## config.mk

```make
export PLATFORM = sky130hd
export DESIGN_NAME = tmc4671_spi_scheduler
export DESIGN_NICKNAME = d
export VERILOG_FILES = /design/src/rtl/tmc4671_spi_scheduler.sv
export SDC_FILE = /design/constraint.sdc
export NUM_CORES = 1
export LEC_CHECK = 0
export ABC_AREA = 1
export ABC_CLOCK_PERIOD_IN_PS = 1900
export CAP_MARGIN = 20
export CORE_UTILIZATION = 43
export CTS_CLUSTER_DIAMETER = 150
export CTS_CLUSTER_SIZE = 24
export DETAILED_ROUTE_END_ITERATION = 12
export PLACE_DENSITY_LB_ADDON = 0.25
export SLEW_MARGIN = 0
export SYNTH_ARGS = -nofsm -noshare
export SYNTH_HDL_FRONTEND = slang
export SYNTH_SLANG_ARGS = --single-unit
```

## constraint.sdc

```tcl
create_clock -name clk -period 1.9 [get_ports clk]
set_clock_uncertainty 0.2 [all_clocks]
set_input_delay 0.19 -clock clk [delete_from_list [all_inputs] [get_ports clk]]
set_output_delay 0.19 -clock clk [all_outputs]
set_load 0.03 [all_outputs]
```

## src/rtl/tmc4671_spi_scheduler.sv

```systemverilog
// ============================================================================
// Module   : tmc4671_spi_scheduler
// Brief    : Shares one TMC4671 SPI transaction core between a host port and a
//            periodic register-poll engine that keeps a shadow of each result.
// Revision : 1.0 - initial release
// ============================================================================
`default_nettype none

module tmc4671_spi_scheduler #(
   parameter int CLOCK_FREQ_HZ  = 50_000_000,
   parameter int POLL_FREQ_HZ   = 10_000,
   parameter int NUM_POLL       = 4,
   parameter int TIMEOUT_CYCLES = 2500
) (
   input  logic                     clk,
   input  logic                     reset_n,
   input  logic                     host_req,
   input  logic                     host_write,
   input  logic [6:0]               host_addr,
   input  logic [31:0]              host_wdata,
   output logic                     host_ack,
   output logic [31:0]              host_rdata,
   output logic                     host_timeout,
   input  logic                     poll_enable,
   input  logic [7*NUM_POLL-1:0]    poll_addr,
   output logic [32*NUM_POLL-1:0]   poll_data,
   output logic [NUM_POLL-1:0]      poll_valid,
   output logic                     sweep_done,
   output logic                     sweep_overrun,
   output logic                     spi_transmit,
   output logic [6:0]               spi_addr,
   output logic                     spi_write,
   output logic [31:0]              spi_wdata,
   input  logic [31:0]              spi_rdata,
   input  logic                     spi_busy
);

   localparam int PERIOD = CLOCK_FREQ_HZ / POLL_FREQ_HZ;
   localparam int PCNT_W = (PERIOD > 1) ? $clog2(PERIOD) : 1;
   localparam int TMO_W  = $clog2(TIMEOUT_CYCLES + 1);
   localparam int IDX_W  = (NUM_POLL > 1) ? $clog2(NUM_POLL) : 1;

   localparam logic [PCNT_W-1:0] c_period_last = PCNT_W'(PERIOD - 1);
   localparam logic [TMO_W-1:0]  c_tmo_last    = TMO_W'(TIMEOUT_CYCLES);
   localparam logic [IDX_W-1:0]  c_idx_last    = IDX_W'(NUM_POLL - 1);

   typedef enum logic [1:0] {
      ST_IDLE      = 2'd0,
      ST_ISSUE     = 2'd1,
      ST_WAIT_BUSY = 2'd2,
      ST_WAIT_DONE = 2'd3
   } state_t;

   state_t              r_state;
   logic [PCNT_W-1:0]   r_pcnt;
   logic [TMO_W-1:0]    r_tmo_cnt;
   logic                r_sweep_active;
   logic [IDX_W-1:0]    r_index;
   logic [7*NUM_POLL-1:0] r_tbl_addr;
   logic                r_cur_host;
   logic                r_last_host;
   logic [31:0]         r_poll_data [NUM_POLL];
   logic [NUM_POLL-1:0] r_poll_valid;

   logic [6:0]          w_tbl [NUM_POLL];
   logic                w_tick;
   logic                w_host_pend;
   logic                w_grant_host;
   logic                w_waiting;
   logic                w_done_ok;
   logic                w_expired;
   logic                w_fin;

   generate
      for (genvar gi = 0; gi < NUM_POLL; gi++) begin : g_entry
         assign w_tbl[gi]                = r_tbl_addr[7*gi +: 7];
         assign poll_data[32*gi +: 32]   = r_poll_data[gi];
      end
   endgenerate

   assign poll_valid = r_poll_valid;

   // host_req is still asserted during its own ack cycle; that is not a new request
   assign w_tick       = (r_pcnt == c_period_last);
   assign w_host_pend  = host_req && !host_ack;
   assign w_grant_host = w_host_pend && (!r_sweep_active || !r_last_host);
   assign w_waiting    = (r_state == ST_WAIT_BUSY) || (r_state == ST_WAIT_DONE);
   assign w_done_ok    = (r_state == ST_WAIT_DONE) && !spi_busy;
   assign w_expired    = w_waiting && !w_done_ok && (r_tmo_cnt == c_tmo_last);
   assign w_fin        = w_done_ok || w_expired;

   always_ff @(posedge clk or negedge reset_n) begin
      if (!reset_n) begin
         r_pcnt <= '0;
      end else if (w_tick) begin
         r_pcnt <= '0;
      end else begin
         r_pcnt <= r_pcnt + PCNT_W'(1);
      end
   end

   always_ff @(posedge clk or negedge reset_n) begin
      if (!reset_n) begin
         r_state        <= ST_IDLE;
         r_tmo_cnt      <= '0;
         r_sweep_active <= 1'b0;
         r_index        <= '0;
         r_tbl_addr     <= '0;
         r_cur_host     <= 1'b0;
         r_last_host    <= 1'b0;
         r_poll_valid   <= '0;
         for (int i = 0; i < NUM_POLL; i++) r_poll_data[i] <= '0;
         host_ack       <= 1'b0;
         host_rdata     <= '0;
         host_timeout   <= 1'b0;
         sweep_done     <= 1'b0;
         sweep_overrun  <= 1'b0;
         spi_transmit   <= 1'b0;
         spi_addr       <= '0;
         spi_write      <= 1'b0;
         spi_wdata      <= '0;
      end else begin
         spi_transmit  <= 1'b0;
         host_ack      <= 1'b0;
         host_timeout  <= 1'b0;
         sweep_done    <= 1'b0;
         sweep_overrun <= 1'b0;

         if (w_tick) begin
            if (r_sweep_active) begin
               sweep_overrun <= 1'b1;
            end else if (poll_enable) begin
               r_tbl_addr     <= poll_addr;
               r_sweep_active <= 1'b1;
               r_index        <= '0;
            end
         end

         case (r_state)
            ST_IDLE: begin
               if (!spi_busy) begin
                  if (w_grant_host) begin
                     spi_addr     <= host_addr;
                     spi_write    <= host_write;
                     spi_wdata    <= host_wdata;
                     r_cur_host   <= 1'b1;
                     r_last_host  <= 1'b1;
                     spi_transmit <= 1'b1;
                     r_state      <= ST_ISSUE;
                  end else if (r_sweep_active) begin
                     spi_addr     <= w_tbl[r_index];
                     spi_write    <= 1'b0;
                     spi_wdata    <= '0;
                     r_cur_host   <= 1'b0;
                     r_last_host  <= 1'b0;
                     spi_transmit <= 1'b1;
                     r_state      <= ST_ISSUE;
                  end
               end
            end
            ST_ISSUE: begin
               r_tmo_cnt <= TMO_W'(1);
               r_state   <= ST_WAIT_BUSY;
            end
            ST_WAIT_BUSY: begin
               r_tmo_cnt <= r_tmo_cnt + TMO_W'(1);
               if (spi_busy) r_state <= ST_WAIT_DONE;
            end
            ST_WAIT_DONE: begin
               r_tmo_cnt <= r_tmo_cnt + TMO_W'(1);
            end
            default: r_state <= ST_IDLE;
         endcase

         // Completion or abort; overrides the WAIT_BUSY advance above
         if (w_fin) begin
            r_state <= ST_IDLE;
            if (r_cur_host) begin
               host_ack     <= 1'b1;
               host_timeout <= w_expired;
               host_rdata   <= (w_done_ok && !spi_write) ? spi_rdata : 32'h0;
            end else begin
               for (int i = 0; i < NUM_POLL; i++) begin
                  if (r_index == IDX_W'(i)) begin
                     if (w_done_ok) begin
                        r_poll_data[i]  <= spi_rdata;
                        r_poll_valid[i] <= 1'b1;
                     end else begin
                        r_poll_valid[i] <= 1'b0;
                     end
                  end
               end
               if (r_index == c_idx_last) begin
                  r_sweep_active <= 1'b0;
                  r_index        <= '0;
                  sweep_done     <= 1'b1;
               end else begin
                  r_index <= r_index + IDX_W'(1);
               end
            end
         end
      end
   end

endmodule

`default_nettype wire
```

# Word-level counts from Yosys, hierarchy flattened
# Index checks and enable logic that the tools add are counted.
# classes
n_reduce_logical	33
n_eq_ne	11
muxes	44
magnitude_cmp	1
bitwise_logic	4
n_addsub	3
# ops
operator	count
two-way mux 32 bit	3
two-way mux 7 bit	4
case mux 12 bit (2 select lines)	1
two-way mux 1 bit	22
two-way mux 2 bit	11
AND reduction 4 bit	5
AND reduction 3 bit	6
binary-select mux 7 bit (select 2 bit)	1
adder 13 x 1 -> 13 bit, second input constant	1
== test 13 bit, second input constant	1
two-way mux 13 bit	1
adder 12 x 1 -> 12 bit, second input constant	1
== test 12 bit, second input constant	1
== test 2 bit, second input constant	4
logical AND 1 bit	6
zero test 1 bit	6
!= test 3 bit, second input constant	2
case mux 2 bit (3 select lines)	1
== test 2 x 1 -> 1 bit, second input constant	2
zero test 2 bit	2
!= test 4 bit, second input constant	1
nonzero test 2 bit	2
nonzero test 4 bit	1
>= comparator 3 bit, second input constant	1
other kinds (6)	10
# word_totals
in_bits	105
out_inout_bits	209
word_cells	120
regBits	268

# Logic depth before layout (Yosys ltp)
# logic_depth
depth_word	8
ltp_mapped	13
mapped_depth_nobuf	11

# Worst setup path after synthesis
# OpenSTA, ideal clock, no wires.
# synth_path
path_kind	reg-to-reg
from	reg r_state[0]
to	reg host_rdata[18]
stages_incl_launch_ff	14
arrival_ps	1557
setup_time_ps	130
path_slack_ps	13
t_required_ps	1570
period_less_slack_ps	1887
n_path_buf	2
cell_sequence	dfrtp_1 > inv_1 > ha_1 > inv_1 > nand2_2 > nand2_1 > nor2_2 > nand2_2 > nand2_4 > nand2_2 > buf_6 > buf_6 > nand2_1 > o21ai_1
# synth_between
elab_chain_len	7
elab_cells_between_ends	11
classes_between	eq/ne: 2; mux: 1; reduce/logical: 8
# synth_lines
element	line	rtl
start, declared	54	state_t r_state;
start signal, assigned	104	r_state <= ST_IDLE;
start signal, assigned	149	r_state <= ST_ISSUE;
start signal, assigned	157	r_state <= ST_ISSUE;
== test 2 bit	87, 88	
logical AND 1 bit	88	assign w_done_ok = (r_state == ST_WAIT_DONE) && !spi_busy;
zero test 1 bit	89	assign w_expired = w_waiting && !w_done_ok && (r_tmo_cnt == c_tmo_last);
logical AND 1 bit (2 in series)	89	
logical OR 1 bit	90	assign w_fin = w_done_ok || w_expired;
AND reduction 2 bit (no line)	-	
end signal, assigned	181	host_rdata <= (w_done_ok && !spi_write) ? spi_rdata : 32'h0;
end, declared	22	output logic [31:0] host_rdata,
# Parallel ways exist; a longest one is shown, timed or not.
# A chain may end at the register's enable or synchronous reset.

# Worst setup path after layout
# layout_path
from	reg r_state[0]
to	reg spi_wdata[31]
# layout_between
elab_chain_len	2
# layout_lines
element	line	rtl
zero test 2 bit	139	case (r_state)
AND reduction 3 bit (no line)	-	
end signal, assigned	145	spi_wdata <= host_wdata;
end, declared	33	output logic [31:0] spi_wdata,
# No other way between the ends.

==> qor.txt <==
Via Count: 9,188
post-synthesis cell area: 0.0109 sq mm
critical path class: reg2reg
post-route ant nets: 0
Syn Nets: 1,250
largest net degree at the start of global routing: 54
r2r setup slk: -0.05 ns
Tot Pwr: 0.0230 W
Worst setup EP type: register
crit path max fanout: 6
Worst-Margin Slew: 0.460 ns
DR iter-0 viols: 658
post-synthesis cell type count: 35
Vias/cell: 5.08
synthesis-stage register bit count: 268
gr usage total: 0.237
clock tree from TritonCTS: done
mux cell area share after synthesis: 0
CP peak stage delay: 0.43 ns
Routed wire per std cell: 17.3 um
Fin. Hold Viols: 0
Seq pwr share: 0.376
Slew headroom: 0.693
Psw: 0.0101 W
die width: 161 um
first-pass GRT wire length: 48,900 um
cell row count: 57
syn_area_per_cell: 9.60 sq um
Main synth FF type: dfrtp_1
share of the synthesized area in the top cell type: 0.617
clk sinks: 268
dominant cell type by area after synthesis: dfrtp_1
Die ar.: 0.0259 sq mm
WL final: 31,400 um
die height: 161 um
Synth Area in XOR/XNOR: 0.00403
largest family of logic cells by synthesized area: simple AND/OR/NAND/NOR gates
type of origin of the critical path: register
sequential-to-total area share from yosys stat: 0.617
initial antenna violation count: 0
dpl hpwl: 22,000 um
fin nets: 1,603
minimum clock period: 1.95 ns
CTS root buf: clkbuf_16
final setup vio count: 28
vias in the first global route: 8,990
critical path arrival: 2.19 ns
global route total overflow: 0
Synth warnings: 0
simple logic cell fraction of the synthesized area: 0.168
H-tree depth: 1
PD cells: 1490 mW/mm^2
min-delay worst type: in2async
Worst EP required: 2.14 ns
switch share: 0.438
leakage: 8.06 nW
fin crit share: 1.03
routability congestion estimate: 0.908
Inserted Diodes: 0
Post-synth EDFFs: 0
Async S/R FF share, synth: 1.00
slowest CP cell: dfrtp_1
synth cell count leaders: nand2_1, dfrtp_1, o21ai_0
largest cells by area after synthesis: dfrtp_1, nand2_1, o21ai_0
drt drc: 0
IR drop worst, VDD: 0.954 mV
worst setup margin: -0.0478 ns
fin. max-slew vios: 0
Logic pwr share: 0.479
Adder-Cell Fraction of Synth Area: 0.0150
internal power: 0.0130 W
critical path cell sequence: inv_2 -> buf_6 -> ha_4 -> inv_4 -> nor2_4 -> nand2_4 -> buf_12 -> nor2_4 -> buf_12 -> clkbuf_16 -> a22o_1
Buf/Inv on CP: 6
Clock transition at path regs: 0.09 ns
initial core utilization: 0.443
Clock power frac: 0.145
Pre-antenna DRT Iters: 5
CORE AREA: 0.0245 sq mm
share of layout cells above drive strength 1: 0.112
Max-cap violations: 0
CP delay by family, top: buffers and inverters
worst-skew pair later-pin latency: 0.50 ns
failing checks: negative setup slack
most common cell in the netlist: nand2_1
CTS Buffer Depth: 3
post-synthesis compound-gate area fraction: 0.139
worst slack, placed: -0.0663 ns
CTS Buf Count: 15
RSZ-0062 raised after global routing: yes
FMAX: 513 MHz
Buffers on Ports: 313
status: finished, violations left
Post-Syn Instances: 1,132
Area growth syn-to-layout: 42.0%
I/O pin total: 314
-- area by class of cell --
cell class,instances,area (sq um)
Inverter,86,325
Clock buffer,15,375
Clock inverter,2,28.8
Multi-Input combinational cell,723,3680
Tap cell,324,405
Fill cell,2111,9110
Timing Repair Buffer,391,3890
Sequential cell,268,6710
-- flip-flops by register name, summed over array words and instances, names as in the netlist --
| name | flops |
|---|---|
| r_tbl_addr | 28 |
| spi_wdata | 32 |
| r_state | 2 |
| poll_valid | 4 |
| spi_write | 1 |
| r_sweep_active | 1 |
| host_rdata | 32 |
| sweep_done | 1 |
| host_ack | 1 |
| r_pcnt | 13 |
| r_tmo_cnt | 12 |
| r_index | 2 |
| poll_data | 128 |
| spi_addr | 7 |
| host_timeout | 1 |
| spi_transmit | 1 |
| r_last_host | 1 |
| sweep_overrun | 1 |
-- cell usage in the layout, fill, tap and decap left out, types with 3 or more instances in the layout --
master,count
ha_1,7
o21ai_0,151
buf_12,22
dfrtp_1,268
nand2_2,14
xor2_1,4
nand4_1,5
dlymetal6s2s_1,4
nor3_1,12
ha_2,4
nor2_1,52
a21oi_1,25
inv_1,72
clkbuf_16,21
inv_2,11
nand3_1,46
o21ai_1,10
nor2_4,4
nand2_4,3
nor2_2,4
nand2_1,301
buf_6,4
clkdlybuf4s50_1,103
dlygate4sd2_1,205
o22ai_1,7
o21ai_2,24
buf_4,44
a22o_1,33
-- worst register-to-register path: cells and delay by family, from the launching register on --
family,cells,cell delay [ns]
buffers and inverters,6,0.69
DFF,1,0.43
and+or+nand+nor,3,0.31
adders and majority gates,1,0.14
AOI/OAI and AO/OA,1,0.13
-- worst paths after layout --
kind / from / depth (start not counted) / endpoint
setup / recovery: r_state[0] / 11 / spi_wdata[31]
hold / removal: reset_n / 2 / poll_data[127]
setup reg to reg: r_state[0] / 11 / spi_wdata[31]
hold reg to reg: r_tbl_addr[8] / 2 / r_tbl_addr[8]
max in group asynchronous: reset_n / 3 / spi_wdata[27]
min in group clk: poll_addr[20] / 3 / r_tbl_addr[20]
-- logic make-up (layout without fill, tap and decap cells) --
family	after synthesis	count (layout)
and+or+nand+nor	450	450
DFF	268	268
AOI/OAI and AO/OA	255	255
buffers and inverters	141	494
adders and majority gates	13	13
xor gates and xnor gates	5	5
-- power by group through the flow --
stage	Clock (W)	Combinational, W	Sequential (W)
floorplan	0	0.00284	0.0122
global placement	0	0.0117	0.00877
detailed placement	0	0.0119	0.00878
CTS	0.00344	0.0107	0.00864
global route	0.00366	0.0118	0.00889
finish	0.00335	0.0110	0.00867
-- metrics by stage --
stage	TNS, ns	instance area (sq um)	cells	hold slack, ns	util
after floorplan	0	10900	1132	-0.306	-
after global placement	-0.0479	14800	1772	-0.0531	0.604
after detailed placement	-0.392	14800	1772	-0.0500	0.604
after CTS	-0.00650	15000	1794	0.00805	0.613
after global routing	-3.88	15400	1809	0.0281	0.629
final	-0.685	15400	1809	0.0120	0.629
-- timing repair --
action | CTS | global route
pin swaps | 1 | 14
buffers inserted | 3 | 7
setup endpoints to repair | 236 | 116
cloned | 1 | 8
gates resized for setup | 211 | 43
hold buffers | 1 | 0
hold endpoints to repair | 268 | 0
-- layer usage --
metal  routed length, um  GRT usage  vias to the layer above
met2               15400      0.410                      359
met4                 639     0.0545                        0
li1                    -          -                     4388
met5                   0          0                        -
met1               13100      0.309                     4398
met3                2210     0.0449                       43
No activity file was read; power rests on OpenSTA's default activity.
